===== src/rtl/mult_sched_pkg.sv =====
// Shared types and widths for the multiplier scheduler.
// No logic; imported by the interface, arbiter and top.
// No backpressure (constants only).
package mult_sched_pkg;
    typedef enum logic [1:0] {IDLE, ISSUE, WAIT, DONE} state_t;

    localparam int OPW      = 4;
    localparam int PRW      = 8;
    localparam int NREQ_DEF = 4;
endpackage


===== src/rtl/mult_sched_if.sv =====
// Requester-side bundle: request level, operands, grant/done pulses, product.
// Wires only, no latency.
// Requesters hold req until gnt; gnt/done are single-cycle pulses.
interface mult_sched_if import mult_sched_pkg::*; #(
    parameter int NREQ = NREQ_DEF
);
    logic [NREQ-1:0]     req;
    logic [OPW*NREQ-1:0] req_a;
    logic [OPW*NREQ-1:0] req_b;
    logic [NREQ-1:0]     gnt;
    logic [NREQ-1:0]     done;
    logic [PRW-1:0]      p_out;

    modport master (output req, req_a, req_b, input gnt, done, p_out);
    modport slave  (input req, req_a, req_b, output gnt, done, p_out);
endinterface


===== src/rtl/mult_sched_rr_pick.sv =====
// Winner select: round-robin from ptr, or lowest index if MULT_SCHED_FIXED_PRIO_EN.
// Purely combinational.
// No backpressure; any=0 when no request is pending.
module rr_pick #(
    parameter int NREQ = 4,
    localparam int IW  = $clog2(NREQ)
) (
    input  logic [NREQ-1:0] req,
    input  logic [IW-1:0]   ptr,
    output logic [NREQ-1:0] oh,
    output logic [IW-1:0]   idx,
    output logic            any
);
    logic [IW-1:0] sel;

    always_comb begin
        oh  = '0;
        idx = '0;
        any = 1'b0;
        sel = '0;
        for (int k = 0; k < NREQ; k++) begin
`ifdef MULT_SCHED_FIXED_PRIO_EN
            sel = IW'(k);
`else
            sel = IW'((int'(ptr) + k) % NREQ);
`endif
            if (!any && req[sel]) begin
                any     = 1'b1;
                oh[sel] = 1'b1;
                idx     = sel;
            end
        end
    end
endmodule


===== src/rtl/mult_sched.sv =====
// Shares one sequential multiplier among NREQ requesters (MULT_SCHED_FIXED_PRIO_EN: fixed priority).
// Latency: gnt at T+1, done/product at T+2+MULT_LAT after req sampled in IDLE at T.
// Requests are sampled only in IDLE; a granted operation always completes.
module mult_sched import mult_sched_pkg::*; #(
    parameter int NREQ     = NREQ_DEF,
    parameter int MULT_LAT = 10
) (
    input  logic           clk,
    input  logic           resetn,
    mult_sched_if.slave    rq,
    output logic           busy,
    output logic           mult_start_n,
    output logic [OPW-1:0] mult_a,
    output logic [OPW-1:0] mult_b,
    input  logic [PRW-1:0] mult_p
);
    localparam int IW = $clog2(NREQ);
    localparam int CW = $clog2(MULT_LAT + 1);

    state_t          state, state_nxt;
    logic [IW-1:0]   owner, rr_ptr, win_idx;
    logic [NREQ-1:0] owner_oh, win_oh;
    logic            win_any;
    logic [CW-1:0]   cnt;
    logic [PRW-1:0]  p_q;

    rr_pick #(.NREQ(NREQ)) u_pick (
        .req (rq.req),
        .ptr (rr_ptr),
        .oh  (win_oh),
        .idx (win_idx),
        .any (win_any)
    );

    always_ff @(posedge clk or negedge resetn) begin
        if (!resetn) state <= IDLE;
        else         state <= state_nxt;
    end

    always_comb begin
        state_nxt    = state;
        rq.gnt       = '0;
        rq.done      = '0;
        mult_start_n = 1'b1;
        busy         = (state != IDLE);
        case (state)
            IDLE:  if (win_any) state_nxt = ISSUE;
            ISSUE: begin
                rq.gnt       = owner_oh;
                mult_start_n = 1'b0;
                state_nxt    = WAIT;
            end
            WAIT:  if (cnt == '0) state_nxt = DONE;
            DONE: begin
                rq.done   = owner_oh;
                state_nxt = IDLE;
            end
            default: state_nxt = IDLE;
        endcase
    end

    assign rq.p_out = p_q;

    // Operands and owner are latched in IDLE so they stay stable through DONE.
    always_ff @(posedge clk or negedge resetn) begin
        if (!resetn) begin
            mult_a   <= '0;
            mult_b   <= '0;
            owner    <= '0;
            owner_oh <= '0;
            cnt      <= '0;
            p_q      <= '0;
            rr_ptr   <= '0;
        end else begin
            case (state)
                IDLE: if (win_any) begin
                    mult_a   <= rq.req_a[win_idx*OPW +: OPW];
                    mult_b   <= rq.req_b[win_idx*OPW +: OPW];
                    owner    <= win_idx;
                    owner_oh <= win_oh;
                end
                ISSUE: cnt <= CW'(MULT_LAT - 1);
                WAIT: begin
                    if (cnt == '0) p_q <= mult_p;
                    else           cnt <= cnt - 1'b1;
                end
                DONE: begin
`ifndef MULT_SCHED_FIXED_PRIO_EN
                    rr_ptr <= (owner == IW'(NREQ - 1)) ? '0 : owner + 1'b1;
`endif
                end
                default: ;
            endcase
        end
    end
endmodule


===== src/flat_wrapper.sv =====
// flat-port wrapper written by rule: the top's interface ports become plain ports
module mult_sched_flat import mult_sched_pkg::*;
#(
    parameter int NREQ     = NREQ_DEF,
    parameter int MULT_LAT = 10
)
  (clk, resetn, busy, mult_start_n, mult_a, mult_b, mult_p, rq_req, rq_req_a, rq_req_b, rq_gnt, rq_done, rq_p_out);
  mult_sched_if #(.NREQ(NREQ)) rq_i ();
  input  logic clk;
  input  logic resetn;
  output logic busy;
  output logic mult_start_n;
  output logic [OPW-1:0] mult_a;
  output logic [OPW-1:0] mult_b;
  input  logic [PRW-1:0] mult_p;
  input wire logic [$bits(rq_i.req)-1:0] rq_req;
  input wire logic [$bits(rq_i.req_a)-1:0] rq_req_a;
  input wire logic [$bits(rq_i.req_b)-1:0] rq_req_b;
  output wire logic [$bits(rq_i.gnt)-1:0] rq_gnt;
  output wire logic [$bits(rq_i.done)-1:0] rq_done;
  output wire logic [$bits(rq_i.p_out)-1:0] rq_p_out;
  assign rq_i.req = rq_req;
  assign rq_i.req_a = rq_req_a;
  assign rq_i.req_b = rq_req_b;
  assign rq_gnt = rq_i.gnt;
  assign rq_done = rq_i.done;
  assign rq_p_out = rq_i.p_out;
  mult_sched #(.NREQ(NREQ), .MULT_LAT(MULT_LAT)) u_core (.clk(clk), .resetn(resetn), .rq(rq_i), .busy(busy), .mult_start_n(mult_start_n), .mult_a(mult_a), .mult_b(mult_b), .mult_p(mult_p));
endmodule

===== config.mk =====
export PLATFORM = sky130hd
export DESIGN_NAME = mult_sched_flat
export DESIGN_NICKNAME = d
export VERILOG_FILES = /design/src/rtl/mult_sched_pkg.sv /design/src/rtl/mult_sched_if.sv /design/src/rtl/mult_sched_rr_pick.sv /design/src/rtl/mult_sched.sv /design/src/flat_wrapper.sv
export SDC_FILE = /design/constraint.sdc
export NUM_CORES = 1
export LEC_CHECK = 0
export CORE_MARGIN = 5
export CORE_UTILIZATION = 49
export CTS_CLUSTER_DIAMETER = 60
export DETAILED_ROUTE_END_ITERATION = 7
export PLACE_DENSITY = 0.87
export SLEW_MARGIN = 10
export SYNTH_ARGS = -nofsm -noshare
export SYNTH_HDL_FRONTEND = slang
export SYNTH_SLANG_ARGS = --single-unit

===== constraint.sdc =====
create_clock -name clk -period 4 [get_ports clk]
set_input_delay 1 -clock clk [delete_from_list [all_inputs] [get_ports clk]]
set_output_delay 1 -clock clk [all_outputs]
set_load 0.02 [all_outputs]

# ---- Yosys cells after proc, flatten, opt, wreduce, memory -nomap -nowiden
# Cells that the tools add are included.
dict set report totals {
  ff_bits 30
  output_inout_bits 26
}
dict set report classes {
  n_addsub 5
  order_cmp 8
  n_eq_ne 7
  shifts 2
  n_mux 37
  n_bitwise 3
  n_reduce_logical 18
}
# cell count
set ops {}
lappend ops {{$shiftx A16 B5 Y4} 2}
lappend ops {{$mux W4} 7}
lappend ops {{$mux W2} 7}
lappend ops {{$mux W1} 13}
lappend ops {{$lt A2 B3 Y1 const B} 4}
lappend ops {{$or A4 B4 Y4} 3}
lappend ops {{$bmux W1 S2} 4}
lappend ops {{$demux W1 S2} 4}
lappend ops {{$ge A2 B1 Y1 const B} 4}
lappend ops {{$pmux W2 S4} 1}
lappend ops {{$pmux W4 S2} 1}
lappend ops {{$reduce_and A2 Y1} 4}
lappend ops {{$logic_and A1 B1 Y1} 7}
lappend ops {{$eq A2 B2 Y1 const B} 3}
lappend ops {{$add A2 B1 Y2 const B} 2}
lappend ops {{$add A2 B2 Y2 const B} 2}
lappend ops {{$logic_not A4 Y1} 1}
lappend ops {{$ne A2 B2 Y1 const B} 2}
lappend ops {{$reduce_bool A2 Y1} 2}
lappend ops {{$sub A4 B1 Y4 const B} 1}
lappend ops {{$logic_not A1 Y1} 3}
lappend ops {{$eq A2 B1 Y1 const B} 1}
lappend ops {{$logic_not A2 Y1} 1}
lappend ops {{$ne A2 B1 Y1 const B} 1}

# ---- Depth between registers and ports, before layout
# Gate-level depths: netlist (run 1).
dict set report logic_depth {
  ltp_word 14
  depth_mapped 11
  mapped_depth_nobuf 8
}

# ---- Cells and area by module
# From an unflattened synthesis (run 1), not the netlist that was laid out.
dict set report hier_totals {
  cells_unflattened 179
  area_unflattened_um2 1991.9
}
# mod instances cells_per_inst area_each_um2 seq_area_each_um2
set modules_own_cells {}
lappend modules_own_cells {mult_sched 1 134 1572.8 750.7}
lappend modules_own_cells {rr_pick 1 45 419.2 0.0}

# ---- Worst setup path before layout (run 1)
# Ideal clock, no wire load.
dict set report synth_timing {
  path_type {input-to-reg}
  from {input port rq_req[0]}
  to {register u_core.mult_a[1]}
  setup_ps 126
  t_arrival_ps 2582
  required_ps 3874
  slack_ps 1292
  stages 8
  path_buffers 2
  cell_sequence {clkbuf_1 nand2_1 a21boi_0 o211ai_1 a21o_1 buf_6 mux2_4 a221o_1}
}
dict set report synth_between {
  elab_chain_cells 13
  elab_cells_between_ends 24
  classes_between {shift: 1; mux: 16; reduce/logical: 7}
}
# item line_no
set synth_lines {}
lappend synth_lines {{start: declaration} flat_wrapper.sv:16} ;# input wire logic [$bits(rq_i.req)-1:0] rq_req;
lappend synth_lines {{$bmux W1 S2} mult_sched_rr_pick.sv:27} ;# if (!any && req[sel]) begin
lappend synth_lines {{$mux W1 (implied by the code)} mult_sched_rr_pick.sv:27}
lappend synth_lines {{$mux W1} mult_sched_rr_pick.sv:27}
lappend synth_lines {{$logic_not A1 Y1} mult_sched_rr_pick.sv:27}
lappend synth_lines {{$logic_and A1 B1 Y1} mult_sched_rr_pick.sv:27}
lappend synth_lines {{$mux W1} mult_sched_rr_pick.sv:27}
lappend synth_lines {{$logic_not A1 Y1} mult_sched_rr_pick.sv:27}
lappend synth_lines {{$logic_and A1 B1 Y1} mult_sched_rr_pick.sv:27}
lappend synth_lines {{$mux W1} mult_sched_rr_pick.sv:27}
lappend synth_lines {{$logic_not A1 Y1} mult_sched_rr_pick.sv:27}
lappend synth_lines {{$logic_and A1 B1 Y1} mult_sched_rr_pick.sv:27}
lappend synth_lines {{$mux W2 / $mux W1 (equally long branches)} mult_sched_rr_pick.sv:27}
lappend synth_lines {{$shiftx A16 B5 Y4 / $reduce_and A2 Y1 (equally long branches)} n/a}
lappend synth_lines {{end signal: assignment} mult_sched.sv:77} ;# mult_a <= rq.req_a[win_idx*OPW +: OPW];
lappend synth_lines {{end: declaration} mult_sched.sv:13} ;# output logic [OPW-1:0] mult_a,
# Parallel ways exist; a longest one is shown, timed or not. The select of a mux whose other input is x is not followed.
# A chain may end at the register's enable or synchronous reset.

# ---- Worst setup path in the final report (run 1)
# Same ends and word-level chain as after synthesis.

==> results of run 1 <==
-- cells in the mapped netlist, types with 2 or more instances --
cell type,n
nand2_1,36
mux2_2,14
a21oi_1,5
nand4_1,2
a221o_1,6
a211oi_1,2
nor4_1,2
inv_1,13
a21o_1,2
o21ai_0,16
a31oi_1,5
nor3b_1,2
a221oi_1,2
buf_6,2
nor2_1,10
a21oi_2,2
nand2b_1,3
nand3b_1,5
clkbuf_1,5
mux2i_1,14
ha_1,12
and2_1,9
mux2_4,7
dfrtp_1,30
buf_2,5
-- power by group through the flow --
stage | Sequential [mW] | Combinational, mW | Clock [mW]
3_5_place_dp | 0.544 | 1.46 | 0
5_1_grt | 0.560 | 1.61 | 0.276
4_1_cts | 0.543 | 1.46 | 0.261
2_1_floorplan | 0.608 | 0.966 | 0
3_3_place_gp | 0.538 | 1.41 | 0
6_report | 0.543 | 1.46 | 0.251
-- metrics by stage --
step / setup slack (ns) / total power [mW] / instances
2_1_floorplan: 1.29 / 1.57 / 230
3_3_place_gp: 0.626 / 1.95 / 344
3_5_place_dp: 0.535 / 2.00 / 344
4_1_cts: 0.842 / 2.27 / 352
5_1_grt: 0.662 / 2.44 / 352
6_report: 0.835 / 2.25 / 352
-- flip-flops by register name (all words and copies together), names as in the netlist --
| name | cells |
|---|---|
| u_core.mult_b | 4 |
| u_core.mult_a | 4 |
| u_core.cnt | 4 |
| u_core.owner_oh | 4 |
| u_core.state | 2 |
| u_core.owner | 2 |
| u_core.rr_ptr | 2 |
| u_core.rq.p_out | 8 |
-- worst paths after layout --
check	endpoint	slack (ns)
worst max-delay path	u_core.mult_a[1]	0.84
worst min-delay path	u_core.owner_oh[3]	0.50
worst max register to register	u_core.mult_a[0]	1.10
worst min register to register	u_core.owner_oh[3]	0.50
max in group asynchronous	u_core.state[0]	2.62
min in group asynchronous	u_core.rq.p_out[4]	1.10
-- layout make-up --
cell class                 count  area, um2  share of cell area
sequential                    30        751               0.250
clock inverter                 1       5.00             0.00167
multi-input combinational    174       1300               0.434
clock buffer                   7       86.3              0.0288
tap                           52       65.1              0.0217
inverter                      13       48.8              0.0163
timing repair buffer          75        741               0.247
-- metal layers --
layer  up-vias  track usage  wire, um
met5         -            0         0
met4         0       0.0734       136
met3        14       0.0615       407
met2        67        0.324      2620
met1       941        0.216      2180
li1        959            -         -
-- layout by cell type (no fill, tap or decap), drive strengths merged, types with 5 or more instances in the layout --
| cell type | Yosys | final |
|---|---|---|
| a21oi | 7 | 7 |
| a221o | 6 | 6 |
| a31oi | 5 | 5 |
| and2 | 9 | 9 |
| clkbuf | 6 | 7 |
| clkdlybuf4s50 | 0 | 71 |
| dfrtp | 30 | 30 |
| ha | 12 | 12 |
| inv | 13 | 13 |
| mux2 | 21 | 21 |
| mux2i | 14 | 14 |
| nand2 | 36 | 36 |
| nand3b | 5 | 5 |
| nor2 | 10 | 10 |
| o21ai | 17 | 17 |
-- logic make-up after synthesis --
group | after synthesis | synth area share
compound gates | 50 | 0.160
xor+xnor | 1 | 0.00403
simple gates | 75 | 0.171
flops | 30 | 0.346
mux | 36 | 0.196
fa+ha+maj | 12 | 0.0691
buf+inv | 26 | 0.0553
-- worst max-delay path: cells and delay by family --
| kind | cells | cell delay [ns] |
|---|---|---|
| multiplexers | 1 | 0.34 |
| AND/OR/NAND/NOR | 1 | 0.11 |
| buffers and inverters | 1 | 0.67 |
| AO/OA/AOI/OAI | 4 | 1.19 |
==> metrics.md, run 1 <==
| Metric | Value |
|---|---|
| Final min period | `3.16 ns` |
| Num CTS Buffers | `5` |
| Share of the synthesized area in the top cell type | `0.346` |
| Hold Vio Cnt, Final | `0` |
| Req. time, crit path | `4.17 ns` |
| Hold Startpoint | `u_core.owner_oh[3]` |
| Hold_buf cts | `0` |
| CP Max Fanout | `11` |
| Clock share of power | `0.112` |
| Setup violations, final | `0` |
| Largest net degree at the start of global routing | `31` |
| Setup TNS | `0 ns` |
| CTS tree | `built` |
| Status | `finished, final reports clean` |
| Final design utilization | `0.693` |
| First-pass DRT Iterations | `4` |
| VDD IR-drop max | `0.000377 V` |
| Average routed wire per standard cell | `15.2 um` |
| Total Nets Final | `357` |
| Drt initial violations | `64` |
| Post-synth top area cell | `dfrtp_1` |
| Flop pwr share | `0.241` |
| Final instance area | `3000 um2` |
| Avg Vias per Cell | `5.63` |
| Slowest-stage cell, CP | `clkdlybuf4s50_1` |
| Initial Utilization | `0.502` |
| CTS resizes | `0` |
| Yosys reg bits | `30` |
| P per Cell Area | `750 nW/um2` |
| Smallest hold slack | `0.500 ns` |
| DRC Markers | `0` |
| Total track usage | `0.189` |
| Critical Path Sink Type | `flop` |
| Lkg Pwr | `1.30 nW` |
| Worst EP arrival | `3.33 ns` |
| Sequential share of the synthesized area | `0.346` |
| Clk pin slew, worst setup/hold paths | `0.07 ns` |
| Routed vias | `1981` |
| Cells after Synth | `230` |
| Max Slew Vio Count | `0` |
| EDFF count, synth | `0` |
| IO Port Bufs | `71` |
| Global-route wire length before repair | `9110 um` |
| Reg2reg start | `u_core.rr_ptr[1]` |
| Core area | `4320 um2` |
| Post-CTS setup buffers | `0` |
| Area delta synth->final | `38.0%` |
| Htree depth | `2` |
| Worst-Skew Late Latency | `0.28 ns` |
| Layout cell share with drive strength beyond 1 | `0.127` |
| R2r worst-path depth | `7` |
| Fill cells | `351` |
| Sw frac | `0.432` |
| Die Width | `76.6 um` |
| Top achievable clock speed | `316 MHz` |
| Max Cap Viol | `0` |
| Synthesized Nets | `288` |
| Yosys warnings | `0` |
| Worst Hold Depth | `2` |
| Worst Setup SP | `rq_req[0]` |
| CP Class | `input port to flop` |
| Netlist Area Pre-Place | `2170 um2` |
| Syn_area_per_cell | `9.44 um2` |
| ANT cells | `0` |
| Sw power | `972 uW` |
| DRT Wirelength | `5340 um` |
| Worst-path cell chain | `clkdlybuf4s50_1 > nand2_1 > a21boi_0 > o211ai_1 > a21o_1 > mux2_4 > a221o_1` |
| GR Overflow Total | `0` |
| Initial antenna violation count | `0` |
| Crit path launch type | `input port` |
| Full die area | `5860 um2` |
| Number of I/O pins | `72` |
| Vias in the first global route | `1983` |
| Gp weighted congestion | `0.890` |
| Async S/R FF share, synth | `1.00` |
| RSZ-0062 raised after global routing | `no` |
| Top post-synthesis cells by area | `dfrtp_1, mux2_2, ha_1` |
| Worst Hold Class | `flop to flop` |
| Antenna Nets Post-Route | `0` |
| Fin Clk Skew | `0.00514 ns` |
| Worst-margin pin slew | `0.643 ns` |
| Crit share post-route | `0.791` |
| Die height | `76.6 um` |
| Relative slew slack | `0.572` |
| CP max stage delay | `0.67 ns` |
| Combinational share of power | `0.647` |
| Yosys cell types | `44` |
| Post-DP HPWL | `4160 um` |
| Top_reg_cell synth | `dfrtp_1` |
| Clk root buf | `clkbuf_8` |
| Clk buf depth | `2` |
| # clock sinks | `30` |
| P_int | `1.28 mW` |
| Row count | `24` |
| Cell Area, Placed | `2910 um2` |
Note: power is estimated with default switching activity, not from simulation.
==> run 2, diff against run 1 <==
- CORE_UTILIZATION: 49 -> 42
- PLACE_DENSITY: 0.87 -> 0.79
- clock period: 4 -> 2.8 ns (I/O delays scaled with it)
==> metrics.md, run 2 (synthesized netlist as in run 1, its figures left out) <==
| Metric | Value |
|---|---|
| Most frequent cells in the layout | `clkdlybuf4s50_1, nand2_1, dfrtp_1, buf_4, o21ai_0` |
| Average routed wire per standard cell | `13.9 um (-8.5%)` |
| Worst Hold Endpoint | `u_core.owner_oh[3]` |
| Reg2reg start | `u_core.rr_ptr[1]` |
| Crit share post-route | `0.958` |
| Post-CTS setup buffers | `0 (unchanged)` |
| Largest net degree at the start of global routing | `31 (unchanged)` |
| DRT Wirelength | `5480 um (+2.5%)` |
| Flop pwr share | `0.222 (-0.019)` |
| GR Overflow Total | `0 (unchanged)` |
| CP Max Fanout | `9 (-2)` |
| Layout cell share with drive strength beyond 1 | `0.191 (+0.0647)` |
| Number of I/O pins | `72 (unchanged)` |
| Antenna Nets Post-Route | `0 (unchanged)` |
| Lkg Pwr | `1.41 nW (+8.9%)` |
| Crit path launch type | `input port` |
| Die height | `81.9 um (+7.0%)` |
| Setup violations, final | `0 (unchanged)` |
| Top achievable clock speed | `373 MHz` |
| Cell Area, Placed | `3110 um2 (+7.0%)` |
| Post-DP HPWL | `4360 um (+5.0%)` |
| Initial antenna violation count | `0 (unchanged)` |
| Num CTS Buffers | `5 (unchanged)` |
| Commonest non-fill, non-tap cell in the layout | `clkdlybuf4s50_1` |
| Routed vias | `2010 (+1.5%)` |
| Worst Setup SP | `rq_req[0]` |
| Smallest hold slack | `0.494 ns (-0.00577 ns)` |
| Clk root buf | `clkbuf_8` |
| Clk buf depth | `2 (unchanged)` |
| DRC Markers | `0 (unchanged)` |
| R2r worst-path depth | `9 (+2)` |
| Final min period | `2.68 ns` |
| First-pass DRT Iterations | `4 (unchanged)` |
| P_int | `1.98 mW (+55%)` |
| Full die area | `6710 um2 (+14%)` |
| ANT cells | `0 (unchanged)` |
| Total track usage | `0.169 (-0.0202)` |
| CP Class | `input port to flop` |
| Final instance area | `3200 um2 (+6.8%)` |
| CTS resizes | `0 (unchanged)` |
| Fin worst setup slack | `0.118 ns (-0.717 ns)` |
| Worst-Skew Late Latency | `0.28 ns (about the same)` |
| Sw frac | `0.416 (-0.0157)` |
| Gp weighted congestion | `0.920 (+3.4%)` |
| Max Slew Vio Count | `0 (unchanged)` |
| Vias in the first global route | `2001 (+0.91%)` |
| Avg Vias per Cell | `5.10 (-9.4%)` |
| Hold_buf cts | `0 (unchanged)` |
| Largest register FFs | `8 (unchanged)` |
| Fill cells | `444 (+26%)` |
| # clock sinks | `30 (unchanged)` |
| Combinational share of power | `0.673 (+0.026)` |
| Critical Path Sink Type | `flop` |
| Worst Hold Depth | `2 (unchanged)` |
| Global-route wire length before repair | `8760 um (-3.9%)` |
| FF-to-FF End | `u_core.mult_a[0]` |
| Htree depth | `2 (unchanged)` |
| Relative slew slack | `0.656 (+0.0843)` |
| Die Width | `81.9 um (+7.0%)` |
| Reg2Reg Setup Slack | `0.35 ns (-0.75 ns)` |
| Sw power | `1.41 mW (+45%)` |
| Final design utilization | `0.631 (-0.0626)` |
| P per Cell Area | `1060 nW/um2 (+41%)` |
| VDD IR-drop max | `0.000575 V (+53%)` |
| Clock share of power | `0.104 (-0.008)` |
| Worst Hold Class | `flop to flop` |
| IO Port Bufs | `71 (unchanged)` |
| RSZ-0062 raised after global routing | `no` |
| Worst EP arrival | `2.86 ns (-0.47 ns)` |
| Req. time, crit path | `2.98 ns (-1.19 ns)` |
| Total Nets Final | `381 (+6.7%)` |
| Max Cap Viol | `0 (unchanged)` |
| Hold Startpoint | `u_core.owner_oh[3]` |
| Core area | `5070 um2 (+17%)` |
| Pre-CTS setup slack | `-0.159 ns (-0.694 ns)` |
| Area delta synth->final | `47.4%` |
| Fin Clk Skew | `0.00228 ns (-0.00286 ns)` |
| Row count | `26 (+8.3%)` |
| Drt initial violations | `95 (+48%)` |
| Initial Utilization | `0.428 (-0.0743)` |
| Final Total Pwr | `3.39 mW (+51%)` |
| Status | `finished, final reports clean` |
| Clk pin slew, worst setup/hold paths | `0.06 ns (about the same)` |
| Hold Vio Cnt, Final | `0 (unchanged)` |
| CTS tree | `built` |
| Worst-margin pin slew | `0.511 ns (-0.132 ns)` |
-- run 2: cell types whose count changed in the layout (fill, tap and decap cells not counted), sizes merged --
cell  delta
buf     +24
-- run 2: power groups by stage --
stage | Sequential, mW | Combinational, mW | Clock [mW]
global route | 0.780 | 2.51 | 0.379
finish | 0.753 | 2.28 | 0.354
global placement | 0.749 | 2.24 | 0
CTS | 0.755 | 2.31 | 0.360
floorplan | 0.868 | 1.38 | 0
detailed placement | 0.757 | 2.30 | 0
-- run 2: worst max-delay path, stage by stage --
cell,delay (ns)
clkdlybuf4s50_1,0.47
buf_4,0.18
mux4_2,0.46
buf_4,0.18
o21ai_0,0.23
buf_4,0.17
mux2i_1,0.17
a211oi_1,0.06
a221oi_1,0.23
-- run 2: how the worst max path moves through the flow --
stage	slack, ns	to
global placement	-0.12	u_core.mult_a[0]
CTS	0.15	u_core.mult_a[0]
global route	0.006	u_core.mult_a[0]
floorplan	0.21	u_core.mult_a[0]
finish	0.12	u_core.mult_a[0]
detailed placement	-0.16	u_core.mult_a[0]
-- run 2: routing by layer --
layer	vias to the layer above	part of all wire	GRT usage
met3	6	0.071	0.0537
met5	-	0	0
met1	946	0.41	0.199
li1	999	-	-
met4	0	0.0071	0.0299
met2	59	0.51	0.301
-- run 2: cell type report --
class / count / area, um2 / area share
clock buffers: 7 / 86.3 / 0.0270
clock inverters: 1 / 5.00 / 0.00156
inverters: 13 / 48.8 / 0.0152
multi-input cells: 174 / 1300 / 0.407
flip-flops and latches: 30 / 751 / 0.235
well taps: 70 / 87.6 / 0.0274
repair buffers: 99 / 921 / 0.288
-- run 2: stage by stage --
stage | TNS, ns | std cells
6_report | 0 | 394
5_1_grt | 0 | 394
4_1_cts | 0 | 394
3_5_place_dp | -0.763 | 386
3_3_place_gp | -0.641 | 386
2_1_floorplan | 0 | 230
==> run 3, diff against run 2 <==
- HOLD_SLACK_MARGIN: default -> 0.06
- PLACE_DENSITY: 0.79 -> default
- PLACE_DENSITY_LB_ADDON: default -> 0.05
==> metrics.md, run 3 (synthesized netlist as in run 1, its figures left out) <==
| Metric | Value |
|---|---|
| Status | `finished, final reports clean` |
| CP Class | `input port to flop` |
| # clock sinks | `30 (unchanged)` |
| Hold Vio Cnt, Final | `0 (unchanged)` |
| Crit path launch type | `input port` |
| ANT cells | `0 (unchanged)` |
| Lkg Pwr | `1.43 nW (+0.91%)` |
| VDD IR-drop max | `0.000732 V (+27%)` |
| Clk pin slew, worst setup/hold paths | `0.06 ns (about the same)` |
| Global-route wire length before repair | `8400 um (-4.0%)` |
| DRC Markers | `0 (unchanged)` |
| Total Nets Final | `382 (+0.26%)` |
| Slowest-stage cell, CP | `clkdlybuf4s50_1` |
| Routed vias | `1973 (-1.8%)` |
| Worst-path cell chain | `clkdlybuf4s50_1 > buf_4 > mux4_2 > o21ai_1 > mux2_2 > a211oi_1 > a221oi_1` |
| Commonest non-fill, non-tap cell in the layout | `clkdlybuf4s50_1` |
| DRT Wirelength | `5360 um (-2.1%)` |
| Average routed wire per standard cell | `13.6 um (-2.1%)` |
| Clk buf depth | `2 (unchanged)` |
| Fin worst setup slack | `0.186 ns (+0.0683 ns)` |
| Vias in the first global route | `1858 (-7.1%)` |
| First-pass DRT Iterations | `4 (unchanged)` |
| Worst EP arrival | `2.74 ns (-0.12 ns)` |
| Post-DP HPWL | `4370 um (+0.15%)` |
| CP Max Fanout | `5 (-4)` |
| Die Width | `81.9 um (unchanged)` |
| Htree depth | `2 (unchanged)` |
| Post-CTS setup buffers | `0 (unchanged)` |
| Area delta synth->final | `48.8%` |
| Max Slew Vio Count | `0 (unchanged)` |
| Avg Vias per Cell | `5.01 (-1.8%)` |
| Fin Clk Skew | `0.00487 ns (+0.00259 ns)` |
| Crit share post-route | `0.934 (-0.0244)` |
| Core area | `5070 um2 (unchanged)` |
| Total track usage | `0.163 (-0.00522)` |
| Worst Hold Class | `flop to flop` |
| Drt initial violations | `95 (unchanged)` |
| IO Port Bufs | `71 (unchanged)` |
| Row count | `26 (unchanged)` |
| CP Buf/Inv Count | `2 (-2)` |
| Initial antenna violation count | `0 (unchanged)` |
| Final instance area | `3230 um2 (+0.98%)` |
| Initial Utilization | `0.428 (unchanged)` |
| Full die area | `6710 um2 (unchanged)` |
| Clk root buf | `clkbuf_8` |
| Top achievable clock speed | `383 MHz (+2.6%)` |
| Final min period | `2.61 ns (-0.0683 ns)` |
| Number of I/O pins | `72 (unchanged)` |
| CP max stage delay | `0.46 ns (about the same)` |
| Pre-CTS setup slack | `-0.125 ns (+0.0340 ns)` |
| P per Cell Area | `1070 nW/um2 (+0.65%)` |
| Largest net degree at the start of global routing | `31 (unchanged)` |
| GR Overflow Total | `0 (unchanged)` |
| CTS tree | `built` |
| Top cell family by delay on the critical path | `multiplexers` |
| Critical Path Sink Type | `flop` |
| Largest register FFs | `8 (unchanged)` |
| RSZ-0062 raised after global routing | `no` |
| Most frequent cells in the layout | `clkdlybuf4s50_1, nand2_1, dfrtp_1, buf_4, o21ai_0` |
| Final Total Pwr | `3.45 mW (+1.6%)` |
| Num CTS Buffers | `5 (unchanged)` |
| Die height | `81.9 um (unchanged)` |
| Final design utilization | `0.637 (+0.00616)` |
| Cell Area, Placed | `3120 um2 (+0.24%)` |
| Gp weighted congestion | `0.829 (-9.9%)` |
| Fin cells | `394 (unchanged)` |
| Req. time, crit path | `2.92 ns (-0.06 ns)` |
| Placed cell count | `387 (+0.26%)` |
| Max Cap Viol | `0 (unchanged)` |
| Antenna Nets Post-Route | `0 (unchanged)` |
| Relative slew slack | `0.647 (-0.00864)` |
| Setup violations, final | `0 (unchanged)` |
| Worst-Skew Late Latency | `0.28 ns (about the same)` |
| Layout cell share with drive strength beyond 1 | `0.198 (+0.00617)` |
| Worst-margin pin slew | `0.527 ns (+0.0164 ns)` |
==> run 3: cell count changes in the layout (fill, tap and decap cells not counted) <==
cell,change
bufinv_16,+1
clkbuf_1,-1
ha_2,+1
clkinv_2,-1
buf_4,+1
ha_1,-1
==> run 3: final timing paths <==
| path | startpoint | endpoint | slack [ns] | cells past startpoint |
|---|---|---|---|---|
| max in group asynchronous | resetn | u_core.mult_a[3] | 1.70 | 2 |
| worst max-delay path | rq_req[0] | u_core.mult_b[1] | 0.19 | 7 |
| min in group asynchronous | resetn | u_core.cnt[2] | 0.82 | 2 |
| worst min-delay path | u_core.owner_oh[1] | u_core.owner_oh[1] | 0.49 | 2 |
| worst min register to register | u_core.owner_oh[1] | u_core.owner_oh[1] | 0.49 | 2 |
| worst max register to register | u_core.rr_ptr[1] | u_core.mult_b[1] | 0.26 | 7 |
==> run 3: final cells by class <==
cell class                 instances  area, um2
clock buffer                       6       82.6
clock inverter                     1       30.0
fill                             478       1840
inverter                          13       48.8
multi-input combinational        174       1300
sequential                        30        751
tap                               70       87.6
timing repair buffer             100        928
==> run 3: what timing repair did <==
item                       4_1_cts  5_1_grt
gates resized for setup          0        1
hold buffers                     0        0
setup endpoints to repair        0        1
==> run 3: stage by stage <==
step           TNS (ns)  hold slack, ns
6_report              0           0.493
5_1_grt               0           0.522
4_1_cts               0           0.499
3_5_place_dp     -0.738           0.485
3_3_place_gp     -0.439           0.473
2_1_floorplan         0           0.404
==> run 3: power breakdown <==
| group | internal [mW] | switching (mW) |
|---|---|---|
| clock | 0.284 | 0.155 |
| combinational | 1.15 | 1.09 |
| sequential | 0.634 | 0.136 |
| total | 2.07 | 1.38 |
==> run 3: metal layers <==
metal	up-vias	GRT usage	share of wire
met5	-	0	0
met4	0	0.0465	0.011
met3	6	0.0362	0.040
met2	46	0.292	0.51
met1	912	0.195	0.44
li1	1009	-	-
==> run 3: tightest hold or removal path, cell delays in order (launching register included) <==
cell	delay, ns
dfrtp_1	0.35
nand2_1	0.05
o21ai_0	0.06
